## src/rtl/conv_ctrl_pkg.sv

```systemverilog
// Shared types and helpers for the conv layer sequencer.
package conv_ctrl_pkg;

  typedef enum logic [1:0] {IDLE, ISSUE, FLUSH, DONE} seq_state_t;

  // Upper bound on kernel count supported by group_mask.
  localparam int MAX_K = 256;

  // Zero pixels needed after the last real pixel so an NxN window fully drains.
  function automatic int flush_pixels(input int n, input int w);
    return ((n - 1) / 2) * w + (n - 1) / 2;
  endfunction

  // Kernel-enable mask for one group: pe consecutive bits starting at group*pe.
  function automatic logic [MAX_K-1:0] group_mask(input int group, input int pe, input int nk);
    logic [MAX_K-1:0] m;
    m = '0;
    for (int i = 0; i < MAX_K; i++)
      if (i >= group * pe && i < (group + 1) * pe && i < nk) m[i] = 1'b1;
    return m;
  endfunction

endpackage

```

## src/rtl/pixel_position_counter.sv

```systemverilog
// Row/column position of the pixel currently being issued.
module pixel_position_counter #(
  parameter int ImageWidth = 8,
  parameter int CW         = $clog2(ImageWidth)
) (
  input  logic          clk,
  input  logic          rst,
  input  logic          advance,
  input  logic          clear,
  output logic [CW-1:0] row,
  output logic [CW-1:0] col,
  output logic          last_col,
  output logic          last_pixel
);

  localparam logic [CW-1:0] LAST = CW'(ImageWidth - 1);

  assign last_col   = (col == LAST);
  assign last_pixel = last_col && (row == LAST);

  // Raster-order position; clear has priority over advance.
  always_ff @(posedge clk or posedge rst) begin
    if (rst) begin
      row <= '0;
      col <= '0;
    end else if (clear) begin
      row <= '0;
      col <= '0;
    end else if (advance) begin
      if (last_col) begin
        col <= '0;
        row <= (row == LAST) ? '0 : row + CW'(1);
      end else begin
        col <= col + CW'(1);
      end
    end
  end

endmodule

```

## src/rtl/conv_layer_sequencer.sv

```systemverilog
// Holds each pixel for CyclesPerPixel issue cycles (one kernel group per
// cycle), then drains the line buffers with zero flush pixels per frame.
module conv_layer_sequencer
  import conv_ctrl_pkg::*;
#(
  parameter int BitSize            = 4,
  parameter int N                  = 3,
  parameter int ImageWidth         = 8,
  parameter int NumberOfK          = 8,
  parameter int CyclesPerPixel     = 4,
  parameter int ProcessingElements = 2,
  parameter int GW                 = (CyclesPerPixel > 1) ? $clog2(CyclesPerPixel) : 1,
  parameter int PW                 = $clog2(ImageWidth)
) (
  input  logic                 clk,
  input  logic                 res_n,
  input  logic                 in_valid,
  input  logic [BitSize-1:0]   in_data,
  output logic                 in_ready,
  input  logic                 pe_ready,
  output logic                 pe_valid,
  output logic [BitSize-1:0]   pe_data,
  output logic [GW-1:0]        pe_group,
  output logic [NumberOfK-1:0] pe_k_valid,
  output logic                 pe_flush,
  output logic [PW-1:0]        row,
  output logic [PW-1:0]        col,
  output logic                 line_end,
  output logic                 frame_end
);

  localparam int              FP         = flush_pixels(N, ImageWidth);
  localparam int              FW         = $clog2(FP + 1);
  localparam logic [GW-1:0]   GRP_LAST   = GW'(CyclesPerPixel - 1);
  localparam logic [FW-1:0]   FLUSH_LAST = FW'(FP - 1);

  if (NumberOfK != CyclesPerPixel * ProcessingElements) begin : g_cfg_pe
    $error("ProcessingElements must equal NumberOfK/CyclesPerPixel");
  end
  if (N < 3 || (N % 2) == 0) begin : g_cfg_n
    $error("N must be odd and at least 3");
  end

  seq_state_t           state, state_n;
  logic [GW-1:0]        group, group_n;
  logic [BitSize-1:0]   pix, pix_n;
  logic [FW-1:0]        flush_cnt, flush_n;
  logic                 adv, clr;
  logic                 last_grp, last_pix, last_col, hs, accept;

  pixel_position_counter #(.ImageWidth(ImageWidth), .CW(PW)) u_pos (
    .clk       (clk),
    .rst       (res_n),
    .advance   (adv),
    .clear     (clr),
    .row       (row),
    .col       (col),
    .last_col  (last_col),
    .last_pixel(last_pix)
  );

  assign pe_valid   = (state == ISSUE) || (state == FLUSH);
  assign hs         = pe_valid && pe_ready;
  assign last_grp   = (group == GRP_LAST);
  // Offering ready on the last group lets the next pixel follow with no bubble.
  assign in_ready   = (state == IDLE) ||
                      ((state == ISSUE) && last_grp && pe_ready && !last_pix);
  assign accept     = in_valid && in_ready;
  assign pe_data    = (state == ISSUE) ? pix : '0;
  assign pe_group   = group;
  assign pe_flush   = (state == FLUSH);
  assign pe_k_valid = pe_valid ? NumberOfK'(group_mask(int'(group), ProcessingElements, NumberOfK))
                               : '0;
  assign line_end   = hs && last_grp && last_col && (state == ISSUE);
  assign frame_end  = (state == DONE);

  // State and issue registers.
  always_ff @(posedge clk or posedge res_n) begin
    if (res_n) begin
      state     <= IDLE;
      group     <= '0;
      pix       <= '0;
      flush_cnt <= '0;
    end else begin
      state     <= state_n;
      group     <= group_n;
      pix       <= pix_n;
      flush_cnt <= flush_n;
    end
  end

  // Next-state: group sequencing, pixel hand-over and flush counting.
  always_comb begin
    state_n = state;
    group_n = group;
    pix_n   = pix;
    flush_n = flush_cnt;
    adv     = 1'b0;
    clr     = 1'b0;
    case (state)
      IDLE: begin
        if (in_valid) begin
          pix_n   = in_data;
          group_n = '0;
          state_n = ISSUE;
        end
      end
      ISSUE: begin
        if (pe_ready) begin
          if (!last_grp) begin
            group_n = group + GW'(1);
          end else begin
            group_n = '0;
            // Position stays on the last pixel so flush reports the frame corner.
            adv = !last_pix;
            if (accept) begin
              pix_n = in_data;
            end else if (last_pix) begin
              state_n = FLUSH;
              flush_n = '0;
            end else begin
              state_n = IDLE;
            end
          end
        end
      end
      FLUSH: begin
        if (pe_ready) begin
          if (!last_grp) begin
            group_n = group + GW'(1);
          end else begin
            group_n = '0;
            if (flush_cnt == FLUSH_LAST) state_n = DONE;
            else                         flush_n = flush_cnt + FW'(1);
          end
        end
      end
      DONE: begin
        state_n = IDLE;
        flush_n = '0;
        clr     = 1'b1;
      end
      default: state_n = IDLE;
    endcase
  end

endmodule

```

## config.mk

```make
export PLATFORM = sky130hd
export DESIGN_NAME = conv_layer_sequencer
export DESIGN_NICKNAME = d
export VERILOG_FILES = /design/src/rtl/conv_ctrl_pkg.sv /design/src/rtl/pixel_position_counter.sv /design/src/rtl/conv_layer_sequencer.sv
export SDC_FILE = /design/constraint.sdc
export NUM_CORES = 1
export LEC_CHECK = 0
export ABC_AREA = 0
export BUFFER_PORTS_ARGS = -buffer_cell sky130_fd_sc_hd__buf_2
export CORE_UTILIZATION = 50
export DETAILED_ROUTE_END_ITERATION = 7
export PLACE_DENSITY = 0.74
export SLEW_MARGIN = 15
export SYNTH_ARGS = -nofsm -noshare
export SYNTH_HDL_FRONTEND = slang
export SYNTH_HIERARCHICAL = 1
export SYNTH_SLANG_ARGS = --single-unit
export TNS_END_PERCENT = 30
```

## constraint.sdc

```tcl
create_clock -name clk -period 6 [get_ports clk]
set_input_delay 0.9 -clock clk [delete_from_list [all_inputs] [get_ports clk]]
set_output_delay 0.9 -clock clk [all_outputs]
set_load 0.01 [all_outputs]
```

==> run summary, run 1 <==
Hold Crit Depth -> 1
Final Hold Vio Count -> 0
Worst setup EP type -> output pin
Max FO, Critical Path -> 12
Die Wd -> 52.50 um
sequential-to-total area share from yosys stat -> 35.33%
post-synthesis mux area share -> 5.888%
WHS Endpoint -> pix[3]
CP max stage delay -> 0.53 ns
post-CTS sizing -> 0
nets@finish -> 188
vias in the first global route -> 947
clk sink count -> 18
Detailed Place HPWL -> 2031 um
ys async rst share -> 100.0%
routability cong. -> 0.8207
Routed WL per cell -> 13.95 um
global-route wire length before repair -> 4215 um
I/O pins -> 33
Initial Util -> 55.50%
setup violators final -> 0
initial antenna violation count -> 0
synth unique cells -> 36
HP Start -> pix[3]
commonest non-fill, non-tap cell in the layout -> buf_2
worst r2r dst -> u_pos/col[0]
most frequent cells in the layout -> buf_2 (32), dfrtp_1 (18), ha_1 (15)
vias -> 1056
Rows -> 17
CTS clk-pin slew, worst paths -> 0.10 ns
worst slack at placement -> 3.080 ns
die area -> 2756 sq um
Syn. warnings -> 6
Initial DRC Count -> 16
Hold-fix buffers, CTS -> 0
status -> finished, final reports clean
CTS tree -> yes
LEAKAGE -> 0.7380 nW
WS Path Type -> reg -> out
worst hold path type -> reg -> reg
# port buffers -> 32
r2r startpoint -> u_pos/col[0]
postcts setup bufs -> 0
area of the core -> 2297 sq um
CTS H-tree lvls -> 1
Syn Nets -> 161
Setup crit start kind -> flop
Compound-Gate Fraction of Synth Area -> 14.23%
worst relative slew slack -> 56.58%
DIE HEIGHT -> 52.50 um
Mapped Area -> 1275 sq um
Via density -> 5.529
Clock Skews -> 0.002223 ns
CP Data Required Time -> 5.10 ns
Critical-path top delay cell -> nor2_1
drt total wl -> 2664 um
largest net degree at the start of global routing -> 13
post-route minimum period -> 3.271 ns
RSZ-0062 raised after global routing -> false
final core occ -> 62.15%
Synth Area in Adders -> 14.72%
cells along the critical path -> ha_1, ha_1, and2_1, nor2_1, or2_2, buf_2
MaxCap Viol Count -> 0
Final Slew Violations -> 0
Avg Cell Area, Syn -> 9.239 sq um
total CTS buffers -> 3
Post-synth EDFFs -> 0
worst hold margin -> 0.5150 ns
Area Growth Syn to Fin -> 11.97%
largest family of logic cells by synthesized area -> simple AND/OR/NAND/NOR gates
Tcrit/Tclk final -> 54.51%
register bit count reported by yosys -> 18
setup TNS -> 0 ns
simple-gate share of the synthesized area -> 21.49%
root buffer cell -> clkbuf_4
layout cells sized above 1 -> 26.99%
Final Worst Setup Slack -> 2.729 ns
drt first pass iters -> 4
DRC Markers -> 0
Max Buffers Root-to-Sink -> 2
Antenna Nets Post-Route -> 0
Mapped Cells -> 138
Max Clk Rate -> 305.8 MHz
most used cell, CP -> ha_1
Max VDD drop -> 237.0 uV
Total GRT Usage -> 21.54%
power per cell area -> 387.4 nW/um^2
worst slew pin tran -> 0.6489 ns
gr ovfl total -> 0
reg2reg path depth -> 6
Synth Flop Type -> dfrtp_1
XOR/XNOR Fraction of Synth Area -> 0%
critical path arrival -> 2.37 ns
ANT cells -> 0
r2r setup slk -> 3.65 ns
Total Power -> 0.0005531 W
worst skew pair latency -> 0.30 ns
[through the flow]
step / instances / instance area (sq um)
6_report: 191 / 1428
3_5_place_dp: 188 / 1405
2_1_floorplan: 138 / 1275
5_1_grt: 191 / 1428
4_1_cts: 191 / 1428
3_3_place_gp: 188 / 1405
[worst max-delay path by stage]
| stage | slack (ns) | endpoint | startpoint | depth (start not counted) |
|---|---|---|---|---|
| after floorplan | 3.54 | in_ready | u_pos/col[0] | 6 |
| after CTS | 2.72 | in_ready | u_pos/col[0] | 6 |
| after global routing | 2.58 | in_ready | u_pos/col[0] | 6 |
| after detailed placement | 3.08 | in_ready | pe_ready | 5 |
| final | 2.73 | in_ready | u_pos/col[0] | 6 |
| after global placement | 3.12 | in_ready | pe_ready | 5 |
[synthesized netlist by cell type, types with 2 or more instances]
library cell	instances	area, sq um
nand2b_1	3	18.77
nor2_1	7	26.28
nand3_1	7	35.03
buf_4	5	37.54
inv_1	11	41.29
a21oi_1	7	35.03
o211ai_1	2	15.01
nand3b_1	2	15.01
nor2b_1	3	18.77
mux2i_1	3	30.03
and2_1	9	56.30
nand2_1	13	48.80
dfrtp_1	18	450.4
clkbuf_1	3	11.26
mux2_2	4	45.04
a21bo_2	3	30.03
o22ai_1	3	18.77
ha_1	15	187.7
o21ai_0	3	15.01
[layout make-up]
cell class | count | area, sq um
fillers | 212 | 869.6
multi-input cells | 99 | 718.2
flip-flops and latches | 18 | 450.4
repair buffers | 32 | 160.2
inverters | 11 | 41.29
well taps | 28 | 35.03
clock buffers | 3 | 22.52
[critical path, delay by kind of cell (launching register included)]
family	cells	cell delay [ns]
buf+inv	1	0.12
simple gates	3	1.00
flops	1	0.42
fa+ha+maj	2	0.52
[per-layer routing]
layer / GRT usage (%) / vias up / wire (um)
met3: 2.899 / 6 / 84
met4: 11.84 / 0 / 61
met2: 34.60 / 30 / 1294
met1: 27.64 / 503 / 1223
li1: - / 517 / -
met5: 0 / - / 0
[power by group]
| group | internal (W) | switching (W) |
|---|---|---|
| clock | 0.0000234 | 0.0000380 |
| sequential | 0.000155 | 0.0000307 |
| combinational | 0.000139 | 0.000167 |
| total | 0.000318 | 0.000235 |
[sequential cells by signal (all words and copies together) (netlist names), named ones only]
name       count
u_pos/row      3
pix            4
flush_cnt      4
u_pos/col      3
state          1
pe_group       2
[cells by family (layout without fill, tap and decap cells)]
family / count (synthesis) / after routing
simple gates: 51 / 51
compound gates: 26 / 26
buf+inv: 21 / 46
flops: 18 / 18
fa+ha+maj: 15 / 15
mux: 7 / 7
No activity file was read; power rests on OpenSTA's default activity.
==> inputs of run 2 (changes only) <==
--- a/config.mk
+++ b/config.mk
@@ -5,7 +5,7 @@
 export SDC_FILE = /design/constraint.sdc
 export NUM_CORES = 1
 export LEC_CHECK = 0
-export ABC_AREA = 0
+export ABC_AREA = 1
 export BUFFER_PORTS_ARGS = -buffer_cell sky130_fd_sc_hd__buf_2
 export CORE_UTILIZATION = 50
 export DETAILED_ROUTE_END_ITERATION = 7
==> constraint.sdc (replaced) <==
create_clock -name clk -period 3.2 [get_ports clk]
set_input_delay 0.48 -clock clk [delete_from_list [all_inputs] [get_ports clk]]
set_output_delay 0.48 -clock clk [all_outputs]
set_load 0.01 [all_outputs]
==> run 2 against run 1 <==
Register-to-register slack got worse by 2.3 ns. Sequential share of layout area fell by 1.5 points. Synthesized area rose by 3.5%. Via count rose by 4.6%. Core utilization fell by 1.7 points. Sequential power rose by 84%. Clock power rose by 140%. Synthesized cell count rose by 23%. Non-clock buffer count did not move.
==> run summary, run 2 <==
status -> finished, final reports clean
most used cell, CP -> ha_1
Placement Cell Area -> 1460 sq um
worst slack at placement -> 1.250 ns
fin area -> 1496 sq um
post-synth top area share -> 34.12%
Final Slew Violations -> 0
Net Sw Frac -> 46.42%
most frequent cells in the layout -> nand2_1 (50), buf_2 (32), inv_1 (25)
LEAKAGE -> 0.9410 nW
Post-synth EDFFs -> 0
Synth Flop Type -> dfrtp_1
drt first pass iters -> 4
die area -> 2849 sq um
global-route wire length before repair -> 4153 um
Die Wd -> 53.38 um
WS Path Type -> reg -> out
Initial DRC Count -> 13
top flop regs -> flush_cnt: 4 flops, pix: 4 flops
worst relative slew slack -> 67.75%
clk sink count -> 18
# port buffers -> 32
max layer used -> met4
largest net degree at the start of global routing -> 13
ANT cells -> 0
Area Growth Syn to Fin -> 13.37%
gr ovfl total -> 0
simple-gate share of the synthesized area -> 33.18%
Final Worst Setup Slack -> 0.9092 ns
Detailed Place HPWL -> 2034 um
worst path bufs/invs -> 2
worst slew pin tran -> 0.4832 ns
Clock Skews -> 0.008855 ns
Hold-fix buffers, CTS -> 0
Total GRT Usage -> 21.18%
post-synthesis mux area share -> 0%
CP max stage delay -> 0.42 ns
Synth Area in Adders -> 14.22%
routability cong. -> 0.8416
met3 WL post-DR -> 100 um
DRC Markers -> 0
synth unique cells -> 23
Mapped Cells -> 170
root buffer cell -> clkbuf_4
CTS H-tree lvls -> 1
Fill cells -> 236
Via density -> 4.825
layout cells sized above 1 -> 25.63%
Synth area leaders -> dfrtp_1 (34%), ha_1 (14%), nand2_1 (14%), inv_1 (7.1%), nand3_1 (3.8%)
RSZ-0062 raised after global routing -> false
drt total wl -> 2545 um
post-synth top area cell -> dfrtp_1
register bit count reported by yosys -> 18
Crit path max-delay family -> adder cells
vias -> 1105
Final Hold Vio Count -> 0
Critical-path top delay cell -> dfrtp_1
largest family of logic cells by synthesized area -> simple AND/OR/NAND/NOR gates
post-route minimum period -> 2.291 ns
Compound-Gate Fraction of Synth Area -> 5.024%
nets@finish -> 223
worst hold margin -> 0.06739 ns
Reg power frac -> 31.9%
post-CTS sizing -> 0
Initial Util -> 53.28%
area of the core -> 2477 sq um
ys async rst share -> 100.0%
CTS tree -> yes
I/O pins -> 33
Clk network pwr share -> 13.7%
critical path arrival -> 1.81 ns
Rows -> 18
Max Clk Rate -> 436.5 MHz
Max VDD drop -> 368.8 uV
Pint -> 0.0005765 W
Avg Cell Area, Syn -> 7.765 sq um
total CTS buffers -> 3
DIE HEIGHT -> 53.38 um
setup violators final -> 0
top-count cell post-synth -> nand2_1
sequential-to-total area share from yosys stat -> 34.12%
Mapped Area -> 1320 sq um
postcts setup bufs -> 0
Max FO, Critical Path -> 7
Syn. warnings -> 6
list of most frequent post-synthesis cells -> nand2_1 (50), inv_1 (25), dfrtp_1 (18)
Max Buffers Root-to-Sink -> 2
worst hold path type -> in -> async
Syn Nets -> 193
CP Data Required Time -> 2.72 ns
Tcrit/Tclk final -> 71.59%
Antenna Nets Post-Route -> 0
worst skew pair latency -> 0.31 ns
Routed WL per cell -> 11.11 um
WL met1 -> 1189 um
setup TNS -> 0 ns
combinational power share -> 54.4%
XOR/XNOR Fraction of Synth Area -> 0.6635%
net switching power -> 0.0004995 W
commonest non-fill, non-tap cell in the layout -> nand2_1
cells along the critical path -> ha_1, ha_1, nand2_1, inv_1, nor2_4, nand2_4, nand2_8, buf_2
Setup crit start kind -> flop
initial antenna violation count -> 0
metal2 WL -> 1202 um
Worst setup EP type -> output pin
CTS clk-pin slew, worst paths -> 0.10 ns
vias in the first global route -> 995
MaxCap Viol Count -> 0
power per cell area -> 719.1 nW/um^2
==> run 2: area by class of cell <==
| type | count | area [sq um] | share of cell area, % |
|---|---|---|---|
| Multi-Input combinational cell | 116 | 700.7 | 46.82 |
| Sequential cell | 18 | 450.4 | 30.10 |
| Inverter | 29 | 111.4 | 7.441 |
| Tap cell | 30 | 37.54 | 2.508 |
| Clock buffer | 4 | 36.28 | 2.425 |
| Timing Repair Buffer | 32 | 160.2 | 10.70 |
==> run 2: worst paths after layout <==
check,slack [ns],startpoint,to,cells after the start
worst max-delay path,0.91,u_pos/col[0],in_ready,8
worst max register to register,1.37,u_pos/col[0],u_pos/row[0],10
worst min register to register,0.49,pix[3],pix[3],2
worst min-delay path,0.07,res_n,u_pos/row[2],2
min in group clk,0.40,in_data[0],pix[0],3
max in group asynchronous,2.69,res_n,flush_cnt[1],2
==> run 2: kinds of logic (layout without fill, tap and decap cells) <==
group | count (synthesis) | count (layout)
flip-flops | 18 | 18
buffers and inverters | 36 | 65
AND/OR/NAND/NOR | 89 | 89
AO/OA/AOI/OAI | 11 | 11
adder cells (fa/ha/maj) | 15 | 15
XOR/XNOR | 1 | 1
==> run 2: power groups by stage <==
stage          Clock (W)  Combinational [W]  Sequential (W)
2_1_floorplan          0           0.000451        0.000354
3_3_place_gp           0           0.000570        0.000343
3_5_place_dp           0           0.000589        0.000350
4_1_cts         0.000155           0.000591        0.000344
5_1_grt         0.000167           0.000663        0.000353
6_report        0.000148           0.000585        0.000343
==> run 2: metal layers <==
metal  up-vias  track usage (%)
li1        583                -
met1       495            24.26
met2        22            35.42
met3         5            5.172
met4         0            11.84
met5         -                0
==> run 2: per-stage QoR <==
| step | std cells | power, W | utilization (%) |
|---|---|---|---|
| after detailed placement | 225 | 0.0009385 | 58.94 |
| after CTS | 229 | 0.001090 | 60.40 |
| final | 229 | 0.001076 | 60.40 |
| after floorplan | 170 | 0.0008043 | - |
| after global routing | 229 | 0.001183 | 60.40 |
| after global placement | 225 | 0.0009130 | 58.94 |
